===== config.mk =====
export PLATFORM = sky130hd
export DESIGN_NAME = lutram_march_ctrl
export DESIGN_NICKNAME = d
export VERILOG_FILES = /design/src/rtl/lutram_march_pkg.sv /design/src/rtl/lutram_march_addr_gen.sv /design/src/rtl/lutram_march_ctrl.sv
export SDC_FILE = /design/constraint.sdc
export NUM_CORES = 1
export LEC_CHECK = 0
export BUFFER_PORTS_ARGS = -buffer_cell sky130_fd_sc_hd__buf_2
export CAP_MARGIN = 20
export CELL_PAD_IN_SITES_DETAIL_PLACEMENT = 0
export CELL_PAD_IN_SITES_GLOBAL_PLACEMENT = 1
export CORE_UTILIZATION = 36
export DETAILED_ROUTE_END_ITERATION = 16
export MAX_ROUTING_LAYER = met4
export PLACE_DENSITY = 0.81
export REMOVE_ABC_BUFFERS = 1
export SYNTH_ARGS = -nofsm -noshare
export SYNTH_HDL_FRONTEND = slang
export SYNTH_SLANG_ARGS = --single-unit

===== constraint.sdc =====
create_clock -name clk -period 2.4 [get_ports clk]
set_clock_uncertainty 0.1 [all_clocks]
set_input_delay 0.12 -clock clk [delete_from_list [all_inputs] [get_ports clk]]
set_output_delay 0.12 -clock clk [all_outputs]
set_load 0.005 [all_outputs]

===== src/rtl/lutram_march_pkg.sv =====
// -----------------------------------------------------------------------------
// lutram_march_pkg
// Shared definitions for the LUTRAM March C- self-test sequencer:
//   - march_state_e : 3-bit controller state encoding
//   - elem_cfg_t    : per-element behaviour (direction, write, compare)
//   - elem_cfg()    : element table lookup by state
//   - next_elem()   : element ordering M0 -> M1 -> ... -> M5 -> DONE
//   - elem_index()  : element number reported in the failure log
//   - depth()       : RAM depth N = 2^AW
// No ports (package).
// -----------------------------------------------------------------------------
package lutram_march_pkg;

  typedef enum logic [2:0] {
    ST_IDLE = 3'd0,
    ST_M0   = 3'd1,
    ST_M1   = 3'd2,
    ST_M2   = 3'd3,
    ST_M3   = 3'd4,
    ST_M4   = 3'd5,
    ST_M5   = 3'd6,
    ST_DONE = 3'd7
  } march_state_e;

  typedef struct packed {
    logic up;   // address direction: 1 = 0..N-1, 0 = N-1..0
    logic we;   // element writes every address
    logic wd;   // value written
    logic cmp;  // element reads and compares every address
    logic exp;  // value expected on the read
  } elem_cfg_t;

  function automatic int unsigned depth(input int unsigned aw);
    return 32'd1 << aw;
  endfunction

  // March C-: {up w0} {up r0 w1} {up r1 w0} {dn r0 w1} {dn r1 w0} {up r0}
  function automatic elem_cfg_t elem_cfg(input march_state_e s);
    elem_cfg_t c;
    c = '{up: 1'b1, we: 1'b0, wd: 1'b0, cmp: 1'b0, exp: 1'b0};
    case (s)
      ST_M0: c = '{up: 1'b1, we: 1'b1, wd: 1'b0, cmp: 1'b0, exp: 1'b0};
      ST_M1: c = '{up: 1'b1, we: 1'b1, wd: 1'b1, cmp: 1'b1, exp: 1'b0};
      ST_M2: c = '{up: 1'b1, we: 1'b1, wd: 1'b0, cmp: 1'b1, exp: 1'b1};
      ST_M3: c = '{up: 1'b0, we: 1'b1, wd: 1'b1, cmp: 1'b1, exp: 1'b0};
      ST_M4: c = '{up: 1'b0, we: 1'b1, wd: 1'b0, cmp: 1'b1, exp: 1'b1};
      ST_M5: c = '{up: 1'b1, we: 1'b0, wd: 1'b0, cmp: 1'b1, exp: 1'b0};
      default: c = '{up: 1'b1, we: 1'b0, wd: 1'b0, cmp: 1'b0, exp: 1'b0};
    endcase
    return c;
  endfunction

  function automatic march_state_e next_elem(input march_state_e s);
    march_state_e n;
    case (s)
      ST_M0:   n = ST_M1;
      ST_M1:   n = ST_M2;
      ST_M2:   n = ST_M3;
      ST_M3:   n = ST_M4;
      ST_M4:   n = ST_M5;
      ST_M5:   n = ST_DONE;
      default: n = s;
    endcase
    return n;
  endfunction

  function automatic logic [2:0] elem_index(input march_state_e s);
    logic [2:0] i;
    case (s)
      ST_M1:   i = 3'd1;
      ST_M2:   i = 3'd2;
      ST_M3:   i = 3'd3;
      ST_M4:   i = 3'd4;
      ST_M5:   i = 3'd5;
      default: i = 3'd0;
    endcase
    return i;
  endfunction

endpackage


===== src/rtl/lutram_march_addr_gen.sv =====
// -----------------------------------------------------------------------------
// lutram_march_addr_gen
// AW-bit up/down address counter for the march sequencer.
// Ports:
//   clk, rst        clock, synchronous active-high reset (addr -> 0)
//   load, load_val  load a start address (takes priority over counting)
//   en, up          step the address by one in the given direction
//   addr            current RAM address
//   last            current address is the terminal one for direction 'up'
// -----------------------------------------------------------------------------
module lutram_march_addr_gen #(
  parameter int AW = 8
) (
  input  logic          clk,
  input  logic          rst,
  input  logic          load,
  input  logic [AW-1:0] load_val,
  input  logic          en,
  input  logic          up,
  output logic [AW-1:0] addr,
  output logic          last
);

  always_ff @(posedge clk) begin
    if (rst) begin
      addr <= '0;
    end else if (load) begin
      addr <= load_val;
    end else if (en) begin
      addr <= up ? addr + 1'b1 : addr - 1'b1;
    end
  end

  // The controller always loads at the terminal address, so the counter
  // never wraps.
  assign last = up ? (addr == {AW{1'b1}}) : (addr == {AW{1'b0}});

endmodule


===== src/rtl/lutram_march_ctrl.sv =====
// -----------------------------------------------------------------------------
// lutram_march_ctrl
// March C- built-in self-test sequencer for a single-port 1-bit LUTRAM with
// synchronous write and asynchronous read. One cycle per address per element;
// in read-write elements the old content is compared in the same cycle the
// new value is written.
// Parameters:
//   AW            RAM address width (depth 2^AW)
//   STOP_ON_FAIL  1 = abort to DONE on the first mismatch
// Ports:
//   clk, rst      clock, synchronous active-high reset
//   start         begin a test (honoured only in IDLE or DONE)
//   busy, done    running a march element / finished
//   pass, fail    result (fail is sticky, cleared on start)
//   ram_addr, ram_d, ram_we, ram_q   LUTRAM interface
// Optional (macro LUTRAM_MARCH_FAIL_LOG_EN):
//   fail_addr, fail_elem  address/element of the first mismatch
//   err_cnt               saturating count of all mismatches
//
// state   | meaning
// IDLE    | waiting for start after reset
// M0      | up,   w0
// M1      | up,   r0 w1
// M2      | up,   r1 w0
// M3      | down, r0 w1
// M4      | down, r1 w0
// M5      | up,   r0
// DONE    | result valid, waiting for start
// -----------------------------------------------------------------------------
module lutram_march_ctrl
  import lutram_march_pkg::*;
#(
  parameter int AW           = 8,
  parameter bit STOP_ON_FAIL = 1'b0
) (
  input  logic          clk,
  input  logic          rst,
  input  logic          start,
  output logic          busy,
  output logic          done,
  output logic          pass,
  output logic          fail,
  output logic [AW-1:0] ram_addr,
  output logic          ram_d,
  output logic          ram_we,
  input  logic          ram_q
`ifdef LUTRAM_MARCH_FAIL_LOG_EN
  ,
  output logic [AW-1:0] fail_addr,
  output logic [2:0]    fail_elem,
  output logic [15:0]   err_cnt
`endif
);

  localparam int unsigned   N        = depth(AW);
  localparam logic [AW-1:0] ADDR_MAX = AW'(N - 1);

  march_state_e  state_q, state_d;
  elem_cfg_t     cfg;
  logic          in_elem;
  logic          launch;
  logic          mismatch;
  logic          ag_load;
  logic [AW-1:0] ag_load_val;
  logic          ag_last;

  assign cfg      = elem_cfg(state_q);
  assign in_elem  = (state_q != ST_IDLE) && (state_q != ST_DONE);
  assign launch   = ((state_q == ST_IDLE) || (state_q == ST_DONE)) && start;
  assign mismatch = cfg.cmp && (ram_q != cfg.exp);

  lutram_march_addr_gen #(.AW(AW)) u_addr_gen (
    .clk      (clk),
    .rst      (rst),
    .load     (ag_load),
    .load_val (ag_load_val),
    .en       (in_elem),
    .up       (cfg.up),
    .addr     (ram_addr),
    .last     (ag_last)
  );

  // State register
  always_ff @(posedge clk) begin
    if (rst) begin
      state_q <= ST_IDLE;
    end else begin
      state_q <= state_d;
    end
  end

  // Next state and address load. The start address of the following element
  // comes from its direction: up elements start at 0, down elements at N-1.
  always_comb begin
    state_d     = state_q;
    ag_load     = 1'b0;
    ag_load_val = '0;
    case (state_q)
      ST_IDLE, ST_DONE: begin
        if (start) begin
          state_d = ST_M0;
          ag_load = 1'b1;
        end
      end
      default: begin
        if (STOP_ON_FAIL && mismatch) begin
          state_d = ST_DONE;
          ag_load = 1'b1;
        end else if (ag_last) begin
          state_d     = next_elem(state_q);
          ag_load     = 1'b1;
          ag_load_val = elem_cfg(state_d).up ? '0 : ADDR_MAX;
        end
      end
    endcase
  end

  // Outputs
  always_comb begin
    busy   = in_elem;
    done   = (state_q == ST_DONE);
    pass   = (state_q == ST_DONE) && !fail;
    ram_we = cfg.we;
    ram_d  = cfg.we && cfg.wd;
  end

  always_ff @(posedge clk) begin
    if (rst || launch) begin
      fail <= 1'b0;
    end else if (mismatch) begin
      fail <= 1'b1;
    end
  end

`ifdef LUTRAM_MARCH_FAIL_LOG_EN
  always_ff @(posedge clk) begin
    if (rst || launch) begin
      fail_addr <= '0;
      fail_elem <= 3'd0;
      err_cnt   <= 16'd0;
    end else if (mismatch) begin
      // fail is still low on the first mismatch of a run
      if (!fail) begin
        fail_addr <= ram_addr;
        fail_elem <= elem_index(state_q);
      end
      if (err_cnt != 16'hFFFF) begin
        err_cnt <= err_cnt + 16'd1;
      end
    end
  end
`endif

endmodule


==> reports/qor.txt, run 1 <==
syn avg cell area - 7.982 sq um
final number of hold-violating endpoints - 0
Routed Antenna Nets - 0
fin crit share - 93.51%
clk sinks - 12
Max Transition Viols Final - 0
die width - 55.48 microns
worst slew pin tran - 450.8 ps
Max Cap Violations - 0
router iterations before antenna repair - 4
Final #Nets - 163
crit end category - flip-flop
Top Metal Used - met4
Critical R2R Launch - state_q[1]
initial core utilization - 37.67%
DR WL/cell - 13.75 microns
metal2 WL - 1135 microns
row cnt - 19
Logic pwr share - 21.0%
initial drt markers - 25
Mapped Cells - 129
wire length on met3 - 96 microns
most frequent cells in the layout - 17 x buf_2, 14 x nor2_1, 12 x dfxtp_1
Post-CTS Setup Bufs - 0
crit path kind - reg -> reg
largest net degree at the start of global routing - 15
Synth cell types - 45
Die ar. - 3078 sq um
setup TNS - 0 ps
#FFs+latches synth - 12
Vias - 1008
sequential-to-total area share from yosys stat - 23.33%
HP Class - in -> reg
hold depth - 4
CP required - 2500 ps
YS warnings - 0
Worst EP arrival - 2340 ps
status - complete, no violations
total gr overflow - 0
area grow syn2layout - 17.13%
number of flops mapped to enable cells by yosys - 0
final worst slack - 155.8 ps
vias in the first global route - 941
RSZ-0062 raised after global routing - no
Clock power frac - 33.3%
Final Non-Filler Cells - 181
hold path start - ram_q
drt total wl - 2488 microns
TritonCTS Buffers - 3
first-pass GRT wire length - 4236 microns
Sw Ratio - 29.66%
Bufs on Longest Clock Path - 2
total power - 0.4923 mW
Residual DRC - 0
fmax - 0.4456 GHz
Max-slew headroom - 69.53%
initial antenna violation count - 0
final instance area - 1206 sq um
most common cell after layout, fill and taps aside - buf_2
DRT met1 WL - 1211 microns
Cells after DPL - 176
core area - 2734 sq um
Worst VDD drop - 0.0004298 V
setup slack, reg-to-reg - 160 ps
input/output buffers - 17
asr flop ratio synth - 0%
Final Critical Period - 2244 ps
Synth Flop Type - dfxtp_1
io pins - 18
P per Cell Area - 408.2 nW/um^2
CP startpoint kind - flip-flop
Final Util - 44.12%
ant diodes - 0
CTS tree - done
vias per cell - 5.569
GRT Total Usage - 17.86%
DP Wirelength - 1946 microns
Cell Area, Synth - 1030 sq um
crit-path max FO - 6
sink of the worst hold path - fail
Die Ht - 55.48 microns
CTS clk-pin slew, worst paths - 80 ps
GP Congestion - 0.8166
Area after DPL - 1154 sq um
NetSw - 0.1460 mW
Reg2Reg Depth - 9
sequential power share - 45.7%
Clk Latency, worst-skew pair - 280 ps
H-tree levels - 1
hold slack final - 71.72 ps
layout cells sized above 1 - 25.33%
static leakage - 0.5059 nW
Final setup violation count - 0
dpl ws - 29.11 ps
FF-to-FF End - u_addr_gen.addr[6]
Int Power - 0.3463 mW
Root Driver - clkbuf_4
[flip-flops by register name, indices dropped and copies added, names as in the netlist]
register / cells
state_q: 3
fail: 1
u_addr_gen.addr: 8
[cells by family after synthesis]
group,count (synthesis),synth area share [%]
xor gates and xnor gates,3,2.552
AOI/OAI and AO/OA,38,27.83
buffers and inverters,15,6.561
and+or+nand+nor,51,27.22
adders and majority gates,8,10.45
DFF,12,23.33
muxes,2,2.066
[timing repair]
| item | CTS | global route |
|---|---|---|
| resized for setup | 0 | 3 |
| endpoints found under the hold margin | 0 | 1 |
| setup endpoints to repair | 0 | 3 |
| hold buffers | 0 | 1 |
[synthesized netlist by cell type, types with 2 or more instances]
cell type | number | share of area, %
nand3_1 | 7 | 3.4
nand2b_1 | 5 | 3.0
a31oi_1 | 2 | 1.2
xnor2_1 | 2 | 1.7
a21oi_1 | 7 | 3.4
a211oi_2 | 4 | 4.9
ha_1 | 7 | 8.5
a211oi_1 | 2 | 1.5
or3_1 | 4 | 2.4
nand2_1 | 7 | 2.6
a22oi_1 | 2 | 1.5
nor2_1 | 14 | 5.1
o21ai_1 | 4 | 1.9
dfxtp_1 | 12 | 23
nor3_1 | 3 | 1.5
o21ai_0 | 6 | 2.9
and2_1 | 2 | 1.2
buf_2 | 3 | 1.5
inv_1 | 10 | 3.6
[per-layer routing]
| metal | vias to the layer above | global-route usage, % |
|---|---|---|
| met3 | 6 | 4.684 |
| met2 | 19 | 27.37 |
| met4 | 0 | 7.500 |
| met5 | - | - |
| met1 | 467 | 22.24 |
| li1 | 516 | - |
[cell type report]
class                      instances  area (sq um)
multi-input combinational        102         728.2
fill                             278          1528
inverter                          10         37.54
clock buffer                       4         36.28
tap                               31         38.79
sequential                        12         240.2
timing repair buffer              22         125.1
[power by group through the flow]
stage	Sequential (mW)	Clock [mW]	Combinational, mW
floorplan	0.226	0	0.0677
global placement	0.229	0	0.0992
detailed placement	0.230	0	0.103
CTS	0.225	0.170	0.103
global route	0.227	0.183	0.116
finish	0.225	0.164	0.103
[worst max-delay path by stage]
stage                from            endpoint  slack (ps)
2_1_floorplan  state_q[2]  u_addr_gen.addr[6]          70
3_3_place_gp   state_q[1]  u_addr_gen.addr[6]          90
3_5_place_dp   state_q[1]  u_addr_gen.addr[6]          30
4_1_cts        state_q[1]  u_addr_gen.addr[6]          10
5_1_grt        state_q[1]  u_addr_gen.addr[6]           6
6_report       state_q[1]  u_addr_gen.addr[6]         160
[critical path, cell delays in order (launching register included)]
cell and delay [ps]:
dfxtp_1 310, inv_1 90, ha_2 250, inv_1 110
fa_1 420, nand2b_1 200, a21oi_2 190, mux2i_1 200
o21ai_1 90, a211oi_2 200
Power figures use the tool's default switching activity.
==> inputs of run 2 (changes only) <==
--- a/config.mk
+++ b/config.mk
@@ -5,15 +5,17 @@
 export SDC_FILE = /design/constraint.sdc
 export NUM_CORES = 1
 export LEC_CHECK = 0
-export BUFFER_PORTS_ARGS = -buffer_cell sky130_fd_sc_hd__buf_2
+export BUFFER_PORTS_ARGS = -buffer_cell sky130_fd_sc_hd__clkbuf_2
 export CAP_MARGIN = 20
 export CELL_PAD_IN_SITES_DETAIL_PLACEMENT = 0
 export CELL_PAD_IN_SITES_GLOBAL_PLACEMENT = 1
+export CORE_ASPECT_RATIO = 1.5
 export CORE_UTILIZATION = 36
 export DETAILED_ROUTE_END_ITERATION = 16
 export MAX_ROUTING_LAYER = met4
 export PLACE_DENSITY = 0.81
 export REMOVE_ABC_BUFFERS = 1
+export SETUP_SLACK_MARGIN = 0.3
 export SYNTH_ARGS = -nofsm -noshare
 export SYNTH_HDL_FRONTEND = slang
 export SYNTH_SLANG_ARGS = --single-unit
==> run 2 against run 1 <==
Net effect: sequential share of layout area decreased by 0.73 points; first-iteration DRC count decreased by 80%; via count increased by 1.4%; register-to-register slack improved by 180 ps; critical path type unchanged.
==> reports/qor.txt, run 2 (same netlist as run 1, synthesis figures left out) <==
CTS clk-pin slew, worst paths - 60 ps (-20 ps)
crit path kind - reg -> reg
Die ar. - 3083 sq um (+0.15%)
final number of hold-violating endpoints - 0 (unchanged)
setup TNS - 0 ps (unchanged)
fmax - 0.4837 GHz (+8.5%)
RSZ-0062 raised after global routing - yes
static leakage - 0.5096 nW (+0.74%)
Max Transition Viols Final - 0 (unchanged)
H-tree levels - 1 (unchanged)
die width - 45.67 microns (-18%)
status - complete, no violations
Worst EP arrival - 2140 ps (-200 ps)
Max Cap Violations - 0 (unchanged)
input/output buffers - 17 (unchanged)
crit end category - flip-flop
row cnt - 23 (+4)
Residual DRC - 0 (unchanged)
ant diodes - 0 (unchanged)
P per Cell Area - 447.5 nW/um^2 (+9.6%)
Post-CTS Setup Bufs - 0 (unchanged)
Routed Antenna Nets - 0 (unchanged)
Root Driver - clkbuf_8
core area - 2705 sq um (-1.1%)
Worst VDD drop - 0.0001914 V (-55%)
crit-path max FO - 7 (+1)
io pins - 18 (unchanged)
Die Ht - 67.50 microns (+22%)
sink of the worst hold path - state_q[2]
router iterations before antenna repair - 4 (unchanged)
TritonCTS Buffers - 3 (unchanged)
hold path start - start
total gr overflow - 0 (unchanged)
Max-slew headroom - 61.45% (-8.1 points)
setup slack, reg-to-reg - 330 ps (+180 ps)
GRT Total Usage - 21.41% (+3.5 points)
initial drt markers - 5 (-80%)
Reg2Reg Depth - 9 (unchanged)
area grow syn2layout - 22.24%
Final Non-Filler Cells - 188 (+3.9%)
Critical R2R Launch - state_q[1]
largest net degree at the start of global routing - 15 (unchanged)
largest register by flop count - u_addr_gen.addr
Final #Nets - 164 (+0.61%)
vias in the first global route - 1058 (+12%)
Final setup violation count - 0 (unchanged)
Cells after DPL - 184 (+4.5%)
hold depth - 2 (-2)
most common cell after layout, fill and taps aside - clkbuf_2
initial antenna violation count - 0 (unchanged)
FF-to-FF End - u_addr_gen.addr[6]
CTS tree - done
layout cells sized above 1 - 29.80% (+4.5 points)
DP Wirelength - 2081 microns (+6.9%)
fin crit share - 86.15% (-7.4 points)
DR WL/cell - 14.19 microns (+3.2%)
drt total wl - 2667 microns (+7.2%)
worst slew pin tran - 570.2 ps (+119.4 ps)
Bufs on Longest Clock Path - 2 (unchanged)
GP Congestion - 0.8048 (-1.4%)
FILL cells - 294 (+5.8%)
most frequent cells in the layout - 17 x clkbuf_2, 14 x nor2_1, 11 x dfxtp_1
Clk Latency, worst-skew pair - 250 ps (-30 ps)
initial core utilization - 38.07% (+0.40 points)
vias per cell - 5.436 (-2.4%)
CP startpoint kind - flip-flop
Largest regs - u_addr_gen.addr: 8 flops, state_q: 3 flops, fail: 1 flops
Final Critical Period - 2068 ps (-176.6 ps)
Vias - 1022 (+1.4%)
clk sinks - 12 (unchanged)
HP Class - in -> reg
first-pass GRT wire length - 4602 microns (+8.6%)
CP required - 2470 ps (-30 ps)
max FFs per register - 8 (unchanged)
[run 2: cell count changes in the layout (fill, tap and decap cells not counted), moves of 2 or more]
cell      before  now
buf_2         17    0
buf_4          4    6
clkbuf_2       0   17
clkbuf_4       3    0
clkbuf_8       1    4
[run 2: how the worst max path moves through the flow]
| stage | from | end | slack [ps] | depth (start not counted) |
|---|---|---|---|---|
| 2_1_floorplan | state_q[2] | u_addr_gen.addr[6] | 70 | 8 |
| 4_1_cts | u_addr_gen.addr[3] | u_addr_gen.addr[7] | 300 | 5 |
| 5_1_grt | state_q[1] | u_addr_gen.addr[6] | 220 | 9 |
| 3_3_place_gp | state_q[1] | u_addr_gen.addr[6] | 160 | 9 |
| 6_report | state_q[1] | u_addr_gen.addr[6] | 330 | 9 |
| 3_5_place_dp | state_q[1] | u_addr_gen.addr[6] | 60 | 9 |
[run 2: metal layers]
layer | routed length (microns) | track usage [%] | share of wire [%]
met1 | 1130 | 22.13 | 42
met3 | 64 | 2.406 | 2.4
met4 | 85 | 14.39 | 3.2
met5 | 0 | - | 0
met2 | 1386 | 36.61 | 52
[run 2: layout make-up]
type	count	area (sq um)	area share, %
inverter	10	37.54	2.982
sequential	12	241.5	19.18
multi-input combinational	102	748.2	59.44
clock buffer	4	55.05	4.374
tap	37	46.29	3.678
timing repair buffer	23	130.1	10.34
[run 2: where the power goes]
part	total (mW)	internal, mW	switching [mW]
sequential	0.222	0.209	0.0131
clock	0.230	0.145	0.0846
combinational	0.111	0.0476	0.0636
total	0.563	0.402	0.161
[run 2: what timing repair did]
item                                    in CTS  in global routing
hold buffers                                 0                  0
pin swaps                                    1                  2
endpoints found under the hold margin        0                  0
gates resized for setup                      6                  3
endpoints found under the setup margin       7                 11
gates cloned                                 0                  0
[run 2: worst max-delay path, stage by stage, from the launching register on]
cell and delay (ps):
dfxtp_1 320, inv_2 80, ha_4 170, inv_1 100
fa_2 360, nand2b_1 180, a21oi_2 180, mux2i_1 210
o21ai_1 100, a211oi_2 200
[run 2: stage by stage]
stage	utilization, %	instance area [sq um]	worst slack [ps]	power [mW]	hold slack (ps)
after global placement	43.48	1176	159.7	0.3348	320.2
after floorplan	-	999.7	73.94	0.2940	84.65
after detailed placement	43.48	1176	63.96	0.3368	330.7
final	46.53	1259	332.5	0.5633	59.20
after global routing	46.53	1259	222.8	0.5905	73.16
after CTS	46.21	1250	304.1	0.5676	65.57
==> inputs of run 3 (changes only) <==
--- a/config.mk
+++ b/config.mk
@@ -5,12 +5,13 @@
 export SDC_FILE = /design/constraint.sdc
 export NUM_CORES = 1
 export LEC_CHECK = 0
+export ABC_AREA = 1
 export BUFFER_PORTS_ARGS = -buffer_cell sky130_fd_sc_hd__clkbuf_2
 export CAP_MARGIN = 20
 export CELL_PAD_IN_SITES_DETAIL_PLACEMENT = 0
 export CELL_PAD_IN_SITES_GLOBAL_PLACEMENT = 1
 export CORE_ASPECT_RATIO = 1.5
-export CORE_UTILIZATION = 36
+export CORE_UTILIZATION = 34
 export DETAILED_ROUTE_END_ITERATION = 16
 export MAX_ROUTING_LAYER = met4
 export PLACE_DENSITY = 0.81
==> run 3 against run 2 <==
Net effect: sequential power increased by 5%; design area decreased by 4.6%; clock power decreased by 3%; die area increased by 2.4%; critical path type unchanged; critical endpoint unchanged; largest cell class unchanged; largest power group is now registers.
==> reports/qor.txt, run 3 <==
status - complete, no violations
Bufs on Longest Clock Path - 2 (unchanged)
io pins - 18 (unchanged)
input/output buffers - 17 (unchanged)
Cell Area, Synth - 997.2 sq um (-3.2%)
total gr overflow - 0 (unchanged)
CTS tree - done
Residual DRC - 0 (unchanged)
Synth area leaders - dfxtp_1 24%, nand2_1 14%, ha_1 8.8%, nand3_1 8.0%, a21oi_1 7.5%
Max-slew headroom - 73.60% (+12 points)
Area after DPL - 1120 sq um (-4.8%)
H-tree levels - 1 (unchanged)
RSZ-0062 raised after global routing - no
most frequent cells after synthesis - 37 x nand2_1, 20 x inv_1, 16 x nand3_1, 15 x a21oi_1, 14 x nor2_1
FF-to-FF End - u_addr_gen.addr[6]
fmax - 0.5300 GHz (+9.6%)
crit end category - flip-flop
fin crit share - 78.61% (-7.5 points)
core area - 2734 sq um (+1.1%)
hold depth - 4 (+2)
area of the multi-input gates - 656.9 sq um (-12%)
TritonCTS Buffers - 3 (unchanged)
Synth cell types - 25 (-44%)
Int Power - 0.4080 mW (+1.5%)
YS warnings - 0 (unchanged)
Worst VDD drop - 0.0002025 V (+5.8%)
most common cell after layout, fill and taps aside - nand2_1
first-pass GRT wire length - 4257 microns (-7.5%)
Final Critical Period - 1887 ps (-180.8 ps)
CTS clk-pin slew, worst paths - 60 ps (about the same)
setup slack, reg-to-reg - 510 ps (+180 ps)
Worst Path Buf+Inv - 2 (unchanged)
layout cells sized above 1 - 19.10% (-11 points)
clk sinks - 12 (unchanged)
setup TNS - 0 ps (unchanged)
most frequent cells in the layout - 37 x nand2_1, 20 x inv_1, 17 x clkbuf_2
Reg2Reg Depth - 10 (+1)
Synth Flop Type - dfxtp_1
Mapped Cells - 157 (+22%)
largest register by flop count - u_addr_gen.addr
Slowest cell on crit path - fa_1
area leader, netlist - dfxtp_1
CP required - 2470 ps (about the same)
syn avg cell area - 6.352 sq um (-20%)
final instance area - 1201 sq um (-4.6%)
number of flops mapped to enable cells by yosys - 0 (unchanged)
hold path start - ram_q
sequential-to-total area share from yosys stat - 24.09% (+0.76 points)
sink of the worst hold path - fail
initial antenna violation count - 0 (unchanged)
initial drt markers - 26 (+21)
Largest regs - u_addr_gen.addr: 8 flops, state_q: 3 flops, fail: 1 flops
vias per cell - 4.805 (-12%)
#FFs+latches synth - 12 (unchanged)
final number of hold-violating endpoints - 0 (unchanged)
P per Cell Area - 480.3 nW/um^2 (+7.3%)
worst slew pin tran - 396.0 ps (-174.2 ps)
vias in the first global route - 999 (-5.6%)
die width - 46.22 microns (+1.2%)
sequential power share - 40.3% (+0.9 points)
Final #Nets - 191 (+16%)
DP Wirelength - 1972 microns (-5.3%)
crit-path max FO - 8 (+1)
Clk Latency, worst-skew pair - 240 ps (about the same)
Max Cap Violations - 0 (unchanged)
Yosys top cell area share - 24.09% (+0.76 points)
worst-path cell chain - ha_4 -> inv_1 -> fa_1 -> inv_1 -> nand3_1 -> nand3_1 -> nand2_1 -> nand2_1 -> nand3_1 -> a21oi_1
cell with the most instances after synthesis - nand2_1
Worst EP arrival - 1950 ps (-190 ps)
router iterations before antenna repair - 4 (unchanged)
NetSw - 0.1689 mW (+4.8%)
Final setup violation count - 0 (unchanged)
GP Congestion - 0.8394 (+4.3%)
FILL cells - 302 (+2.7%)
Sw Ratio - 29.28% (+0.65 points)
Critical R2R Launch - state_q[2]
max incr delay on CP - 420 ps (+60 ps)
Routed Antenna Nets - 0 (unchanged)
initial core utilization - 36.48% (-1.6 points)
DR WL/cell - 11.54 microns (-19%)
area grow syn2layout - 20.45%
register area - 244.0 sq um (+1.0%)
CP startpoint kind - flip-flop
drt total wl - 2481 microns (-7.0%)
Max Transition Viols Final - 0 (unchanged)
row cnt - 23 (unchanged)
largest net degree at the start of global routing - 12 (-3)
HP Class - in -> reg
static leakage - 0.6021 nW (+18%)
Most Frequent Cell on Critical Path - nand3_1
Vias - 1033 (+1.1%)
max FFs per register - 8 (unchanged)
crit path kind - reg -> reg
Die Ht - 68.33 microns (+1.2%)
ant diodes - 0 (unchanged)
Clock power frac - 38.5% (-2.3 points)
Die ar. - 3158 sq um (+2.4%)
Logic pwr share - 21.2% (+1.4 points)
CP delay by family, top - adder cells
GRT Total Usage - 19.16% (-2.3 points)
asr flop ratio synth - 0% (unchanged)
Root Driver - clkbuf_8
run 3: per-stage QoR:
step	worst slack (ps)	util, %	power (mW)	cells	hold WS [ps]
global placement	259.7	40.96	0.3575	210	195.0
detailed placement	222.4	40.96	0.3602	210	194.3
floorplan	352.5	-	0.3151	154	89.07
finish	513.2	43.94	0.5769	215	98.40
global route	318.2	43.94	0.6131	215	124.0
CTS	378.7	43.80	0.5827	215	92.04
run 3: worst max-delay path by stage:
| stage | start | endpoint | slack, ps | depth (start not counted) |
|---|---|---|---|---|
| 2_1_floorplan | state_q[1] | u_addr_gen.addr[5] | 350 | 9 |
| 3_3_place_gp | state_q[2] | u_addr_gen.addr[4] | 260 | 8 |
| 3_5_place_dp | state_q[2] | u_addr_gen.addr[6] | 220 | 10 |
| 4_1_cts | state_q[2] | u_addr_gen.addr[6] | 380 | 10 |
| 5_1_grt | state_q[1] | u_addr_gen.addr[6] | 320 | 11 |
| 6_report | state_q[2] | u_addr_gen.addr[6] | 510 | 10 |
run 3: worst reg2reg max path: cells and delay by family (launching register included):
| kind | cells | cell delay [ps] |
|---|---|---|
| compound gates | 1 | 150 |
| fa+ha+maj | 2 | 620 |
| buf+inv | 2 | 190 |
| flops | 1 | 390 |
| simple gates | 5 | 370 |
run 3: final cells by class:
class / count / share of cell area (%)
multi-input cells: 119 / 54.69
flip-flops and latches: 12 / 20.31
repair buffers: 20 / 9.167
inverters: 23 / 7.396
clock buffers: 4 / 4.583
well taps: 37 / 3.854
run 3: layer usage:
metal | GRT usage [%] | vias to the layer above | part of all wire (%)
met5 | - | - | 0
met4 | 12.87 | 0 | 4.0
met3 | 2.639 | 8 | 2.5
met2 | 32.22 | 19 | 51
met1 | 20.03 | 458 | 43
li1 | - | 548 | -
run 3: cell families after synthesis:
group	after synthesis	share of synthesized area, %
buf+inv	26	11.29
simple gates	81	37.27
xor+xnor	4	3.514
fa+ha+maj	8	10.79
compound gates	26	13.05
flops	12	24.09
run 3: power by group through the flow:
| stage | registers (mW) | logic (mW) | clock network [mW] |
|---|---|---|---|
| floorplan | 0.234 | 0.0813 | 0 |
| global placement | 0.238 | 0.119 | 0 |
| detailed placement | 0.239 | 0.121 | 0 |
| CTS | 0.234 | 0.123 | 0.225 |
| global route | 0.236 | 0.139 | 0.238 |
| finish | 0.233 | 0.122 | 0.222 |
run 3: timing repair:
| action | in CTS | in global routing |
|---|---|---|
| setup endpoints to repair | 5 | 5 |
| hold endpoints to repair | 1 | 0 |
| hold buffers | 1 | 0 |
| buffers inserted | 0 | 0 |
| resized for setup | 2 | 2 |
